===== src/rtl/packed_slice_pkg.sv =====
// Shared types for the packed slice gather block: operating mode, gather FSM
// states and the slice offset helper used by the lanes and the merge logic.
package packed_slice_pkg;

    typedef enum logic {
        MODE_IMMEDIATE = 1'b0,
        MODE_ATOMIC    = 1'b1
    } mode_e;

    typedef enum logic {
        ST_GATHER  = 1'b0,
        ST_PUBLISH = 1'b1
    } state_e;

    function automatic int slice_lsb(input int k, input int cw);
        return k * cw;
    endfunction

endpackage


===== src/rtl/packed_slice_gather_lane.sv =====
// One producer lane: shadow slice register, pending flag and write-ready.
// Ports: valid_i/data_i (producer), gather_i/clear_i (from FSM), ready_o,
//        accept_o, pending_o, pending_nxt_o, shadow_nxt_o (to merge logic).
module slice_lane #(
    parameter int            CW        = 4,
    parameter bit            ATOMIC    = 1'b0,
    parameter logic [CW-1:0] RST_SLICE = '0
) (
    input  logic          clk_i,
    input  logic          rst_i,
    input  logic          valid_i,
    input  logic [CW-1:0] data_i,
    input  logic          gather_i,
    input  logic          clear_i,
    output logic          ready_o,
    output logic          accept_o,
    output logic          pending_o,
    output logic          pending_nxt_o,
    output logic [CW-1:0] shadow_nxt_o
);

    logic          pending_q, pending_d;
    logic [CW-1:0] shadow_q, shadow_d;

    // Ready is a function of registered state only.
    assign ready_o  = ATOMIC ? (gather_i & ~pending_q) : 1'b1;
    assign accept_o = valid_i & ready_o;

    always_comb begin
        pending_d = pending_q;
        shadow_d  = shadow_q;
        // A clear (flush or handshake) drops any same-cycle write.
        if (accept_o && !clear_i) begin
            shadow_d = data_i;
        end
        if (!ATOMIC || clear_i) begin
            pending_d = 1'b0;
        end else if (accept_o) begin
            pending_d = 1'b1;
        end
    end

    always_ff @(posedge clk_i) begin
        if (rst_i) begin
            pending_q <= 1'b0;
            shadow_q  <= RST_SLICE;
        end else begin
            pending_q <= pending_d;
            shadow_q  <= shadow_d;
        end
    end

    assign pending_o     = pending_q;
    assign pending_nxt_o = pending_d;
    assign shadow_nxt_o  = shadow_d;

endmodule


===== src/rtl/packed_slice_gather.sv =====
// NCH lanes each own a CW-bit slice of a merged, registered output vector.
// MODE_IMMEDIATE publishes every write next cycle; MODE_ATOMIC publishes the
// whole vector once all lanes have written, with a valid/ready handshake.
// Ports: i_clk, i_rst (sync, active-high), i_valid/o_ready/i_data (lanes),
//        i_flush (abandon gather), o_valid/i_ready/o_data (consumer),
//        o_pending (per-lane written-since-publish flags).
module packed_slice_gather
    import packed_slice_pkg::*;
#(
    parameter int                  NCH       = 4,
    parameter int                  CW        = 4,
    parameter mode_e               MODE      = MODE_IMMEDIATE,
    parameter logic [NCH*CW-1:0]   RESET_VAL = '0
) (
    input  logic              i_clk,
    input  logic              i_rst,
    input  logic [NCH-1:0]    i_valid,
    output logic [NCH-1:0]    o_ready,
    input  logic [NCH*CW-1:0] i_data,
    input  logic              i_flush,
    output logic              o_valid,
    input  logic              i_ready,
    output logic [NCH*CW-1:0] o_data,
    output logic [NCH-1:0]    o_pending
);

    localparam bit ATOMIC = (MODE == MODE_ATOMIC);

    state_e            state_q;
    logic              valid_q;
    logic [NCH*CW-1:0] data_q;

    logic              gather;
    logic              clear;
    logic [NCH-1:0]    accept;
    logic [NCH-1:0]    pend_q;
    logic [NCH-1:0]    pend_nxt;
    logic [NCH*CW-1:0] merged_nxt;

    assign gather = (state_q == ST_GATHER);

    // Pending flags clear on a flush while gathering or on the handshake.
    assign clear = ATOMIC & ((gather & i_flush) | (~gather & valid_q & i_ready));

    for (genvar k = 0; k < NCH; k++) begin : g_lane
        slice_lane #(
            .CW        (CW),
            .ATOMIC    (ATOMIC),
            .RST_SLICE (RESET_VAL[slice_lsb(k, CW) +: CW])
        ) u_lane (
            .clk_i         (i_clk),
            .rst_i         (i_rst),
            .valid_i       (i_valid[k]),
            .data_i        (i_data[slice_lsb(k, CW) +: CW]),
            .gather_i      (gather),
            .clear_i       (clear),
            .ready_o       (o_ready[k]),
            .accept_o      (accept[k]),
            .pending_o     (pend_q[k]),
            .pending_nxt_o (pend_nxt[k]),
            .shadow_nxt_o  (merged_nxt[slice_lsb(k, CW) +: CW])
        );
    end

    always_ff @(posedge i_clk) begin
        if (i_rst) begin
            state_q <= ST_GATHER;
            valid_q <= 1'b0;
            data_q  <= RESET_VAL;
        end else if (!ATOMIC) begin
            // Shadows track the output, so the merge is the next o_data.
            state_q <= ST_GATHER;
            valid_q <= |accept;
            data_q  <= merged_nxt;
        end else begin
            unique case (state_q)
                ST_GATHER: begin
                    // Includes lanes completing in this very cycle.
                    if (!i_flush && (&pend_nxt)) begin
                        state_q <= ST_PUBLISH;
                        valid_q <= 1'b1;
                        data_q  <= merged_nxt;
                    end
                end
                ST_PUBLISH: begin
                    if (i_ready) begin
                        state_q <= ST_GATHER;
                        valid_q <= 1'b0;
                    end
                end
                default: begin
                    state_q <= ST_GATHER;
                    valid_q <= 1'b0;
                end
            endcase
        end
    end

    assign o_valid   = valid_q;
    assign o_data    = data_q;
    assign o_pending = pend_q;

endmodule


===== config.mk =====
export PLATFORM = sky130hd
export DESIGN_NAME = packed_slice_gather
export DESIGN_NICKNAME = d
export VERILOG_FILES = /design/src/rtl/packed_slice_pkg.sv /design/src/rtl/packed_slice_gather_lane.sv /design/src/rtl/packed_slice_gather.sv
export SDC_FILE = /design/constraint.sdc
export NUM_CORES = 1
export LEC_CHECK = 0
export ABC_AREA = 1
export CORE_MARGIN = 1.5
export CORE_UTILIZATION = 29
export CTS_CLUSTER_DIAMETER = 200
export DETAILED_ROUTE_END_ITERATION = 8
export PLACE_DENSITY_LB_ADDON = 0.05
export SLEW_MARGIN = 20
export SYNTH_ARGS = -nofsm -noshare
export SYNTH_HDL_FRONTEND = slang
export SYNTH_SLANG_ARGS = --single-unit

===== constraint.sdc =====
create_clock -name i_clk -period 0.8 [get_ports i_clk]
set_clock_uncertainty 0.05 [all_clocks]
set_input_delay 0.08 -clock i_clk [delete_from_list [all_inputs] [get_ports i_clk]]
set_output_delay 0.08 -clock i_clk [all_outputs]
set_load 0.03 [all_outputs]

* Word level (Yosys, flattened, before mapping)
Index checks and enable logic that the tools add are counted.
** Word-level totals
- Bits in registers :: 33
- Bits of input ports :: 24
- Output and inout port bits :: 25
** Cells by class
- Multiplexer cells :: 4
- Reductions and logical operators :: 1
** Operator list (count)
- $mux W4 :: 4
- $reduce_or A4 Y1 :: 1

* Depth between registers and ports, before layout
Gate-level depths: netlist (run 1).
- Depth after elaboration :: 1
- Mapped depth :: 4
- Depth with buffers taken out :: 3

* Modules after synthesis
Synthesis (run 1) repeated with hierarchy kept, for this count alone.
** Unflattened totals
- Cell total of the unflattened synthesis :: 216
- Area total of the unflattened synthesis :: 1457.6 um2
** By module, submodules not included
- slice_lane :: instances 4, cells an instance 40, area each 237.7 um2
- packed_slice_gather :: instances 1, cells an instance 56, area each 506.7 um2

* Worst setup path before layout (run 1)
No wires, ideal clock.
- Path type :: register to register
- From :: reg, netlist name o_data[0]
- To :: reg data_q[0] (netlist: o_data[0])
- Library setup time :: 65 ps
- Arrival time :: 684 ps
- Setup slack :: 1 ps
- Cell stages (with the launch flop) :: 3
- Path through :: dfxtp_1 > o21ai_0 > nor2_1
** RTL lines
- end signal: assignment :: line packed_slice_gather.sv:74 : data_q <= merged_nxt;
- end signal: assignment :: line packed_slice_gather.sv:82 : data_q <= merged_nxt;
- end: declaration :: line packed_slice_gather.sv:31 : logic [NCH*CW-1:0] data_q;

* Worst setup path in the final report (run 1)
- From :: reg data_q[0] (netlist: o_data[0])
- To :: out o_data[0]
** RTL lines
- end: declaration :: line packed_slice_gather.sv:23 : output logic [NCH*CW-1:0] o_data,
No word-level cell between the ends.

==> results of run 1 <==
## final cells by class
class	count	area [um2]
fill	200	918
timing repair buffer	42	437
sequential	17	362
multi-input combinational	59	243
tap	27	33.8
clock buffer	3	22.5
inverter	5	21.3
clock inverter	1	5.00
## tightest hold or removal path: stages
cell and delay, ps:
dlymetal6s2s_1 180, o21ai_1 100, nor2_1 60
## synthesized netlist by cell type
cell type	n	area share [%]
conb_1	2	1.2
o21ai_0	4	3.1
inv_1	3	1.7
inv_2	2	1.2
buf_4	8	9.2
a21oi_1	1	0.77
nor2_1	34	20
o21ai_1	12	9.2
buf_6	1	1.7
dfxtp_1	17	52
## through the flow
step                setup TNS (ps)  area, um2  std cells
floorplan                        0        673         90
detailed placement           -4440        988        148
CTS                          -1920       1110        153
global route                 -2430       1120        154
global placement             -4120        988        148
finish                       -1650       1120        154
## how the worst max path moves through the flow
stage / to / startpoint / slack [ps] / depth (start not counted)
after floorplan: o_data[0] / o_data[0] / 1 / 2
after global placement: o_data[7] / i_valid[1] / -270 / 4
after detailed placement: o_data[3] / i_rst / -310 / 4
after CTS: o_data[11] / o_data[11] / -120 / 1
after global routing: o_data[0] / o_data[0] / -150 / 1
final: o_data[0] / o_data[0] / -110 / 1
## per-layer routing
layer	part of all wire, %	vias up
met5	0	-
met1	44	273
met4	0.86	0
li1	-	332
met2	48	28
met3	7.5	2
## flip-flops by register name, summed over array words and instances, names as in the netlist
| signal | cells |
|---|---|
| g_lane.u_lane.shadow_q | 6 |
| o_data | 10 |
| o_valid | 1 |
## where the power goes
part / internal [mW] / switching (mW)
Sequential: 0.917 / 0.0411
Clock: 0.186 / 0.281
Combinational: 0.246 / 0.276
Total: 1.35 / 0.598
## kinds of logic (layout without fill, tap and decap cells)
group | after synthesis | after routing | share of synthesized area (%)
buffers and inverters | 14 | 51 | 13.8
and+or+nand+nor | 34 | 34 | 19.6
AOI/OAI and AO/OA | 17 | 17 | 13.1
other | 2 | 8 | 1.15
DFF | 17 | 17 | 52.3
## what timing repair did
item | CTS | global route
hold buffers | 0 | 0
gates cloned | 0 | 0
pin swaps | 0 | 0
setup endpoints to repair | 17 | 31
resized for setup | 34 | 4
endpoints found under the hold margin | 0 | 0
buffers inserted | 1 | 1
==> impl_metrics.csv, run 1 <==
group,metric,value,unit
finish,final_common_cell,"nor2_1",
route,routed_via_density,4.12,
job,cap_violations,0,
timing,clock.fmax,1100,MHz
route,drtIter0Drc,7,
finish,drive_above_1_share,34.6,%
route,via_count,635,
finish,final_nets,152,
worst_setup_path,worst-r2r-setup-slack,50,ps
die,die_area,2540,um2
yosys,ys_ff_latch,17,
worst_setup_path,cp-end-kind,"primary output",
worst_setup_path,cp_top_family,"flip-flops",
timing,rsz0062_at_grt,"true",
yosys,yosys_warnings,0,
yosys,syn_avg_cell_area,7.75,um2
worst_setup_path,path_class,"register to primary output",
worst_setup_path,r2r_end,"o_data[12]",
grt,grt_pass1_wl,2490,um
clock_network,cts_tree,"done",
power_and_ir_drop,p_per_area,1730,nW/um2
yosys,ys_seq_area_share,52.3,%
timing,hold_slack,107,ps
power_and_ir_drop,design_power_total,1.95,mW
clock_network,clk_pin_slew,100,ps
worst_setup_path,r2r_start,"o_data[12]",
timing,period_share,113,%
finish,syn2layout_area_growth,72.7,%
min_path,hold_start,"i_valid[0]",
grt,top_usage_layer,"met2",
worst_setup_path,crit_buf_inv,1,
finish,postLayoutCoreUtil,55.0,%
clock_network,cts_buffers,3,
placement,place_congestion,0.695,
worst_setup_path,crit_arrival,780,ps
worst_setup_path,crit_fanout,2,
worst_setup_path,cpPeakStageDelay,360,ps
grt,grt_max_degree,17,
clock_network,clockBufferDepth,2,
finish,diodes,0,
clock_network,clkSinkCount,17,
placement,port_buffers,38,
min_path,min_path_type,"input pin to register",
clock_network,cts_htree_levels,1,
worst_setup_path,cp.required,670,ps
grt,grt_usage,13.2,%
worst_setup_path,startpoint_type,"register",
timing,min_period,908,ps
die,coreArea,2040,um2
grt,gr-usage-met1,16.6,%
grt,grt_use_met3,6.55,%
die,io_pins,49,
route,remaining_drc_errors,0,
clock_network,cts_root_buffer,"clkbuf_4",
worst_setup_path,slowest_stage,"dfxtp_2",
die,die_h,50.4,um
worst_setup_path,crit_chain,"buf_6",
route,wl_per_cell,9.81,um
power_and_ir_drop,irDropWorstVdd,0.00130,V
clock_network,clk_latency,290,ps
yosys,syn-cell-area,651,um2
route,wl,1510,um
die,row_count,16,
yosys,postSynthCellCount,84,
finish,layout_common_cells,"nor2_1 (34), clkdlybuf4s50_1 (19), dfxtp_2 (17), buf_6 (17), o21ai_1 (13)",
timing,worst_slack,-108,ps
route,dr.pass1.iters,4,
timing,setup_viol,17,
grt,grt_use_met2,19.7,%
placement,pre_cts_ws,-307,ps
grt,overflow,0,
grt,grt_pass1_vias,607,
yosys,yosys.cell_types.count,10,
outcome,status,"complete, but fails checks",
timing,hold_viol,0,
timing,slew_violations,0,
worst_setup_path,ff2ff_path_depth,3,
outcome,failed_checks,"negative setup slack",
min_path,holdPathStages,3,
power_and_ir_drop,leakage,0.533,nW
placement,dp.final_hpwl,1110,um
route,ant_nets,0,
min_path,min_to,"o_data[2]",
die,initial_core_util,31.9,%
die,die_x,50.4,um
grt,antenna_found_initial,0,
Power figures use the tool's default switching activity.
==> inputs of run 2 (changes only) <==
--- a/config.mk
+++ b/config.mk
@@ -15,3 +15,4 @@
 export SYNTH_ARGS = -nofsm -noshare
 export SYNTH_HDL_FRONTEND = slang
 export SYNTH_SLANG_ARGS = --single-unit
+export TNS_END_PERCENT = 30
==> results of run 2 <==
Final layout, timing and power as in run 1 (identical DEF).
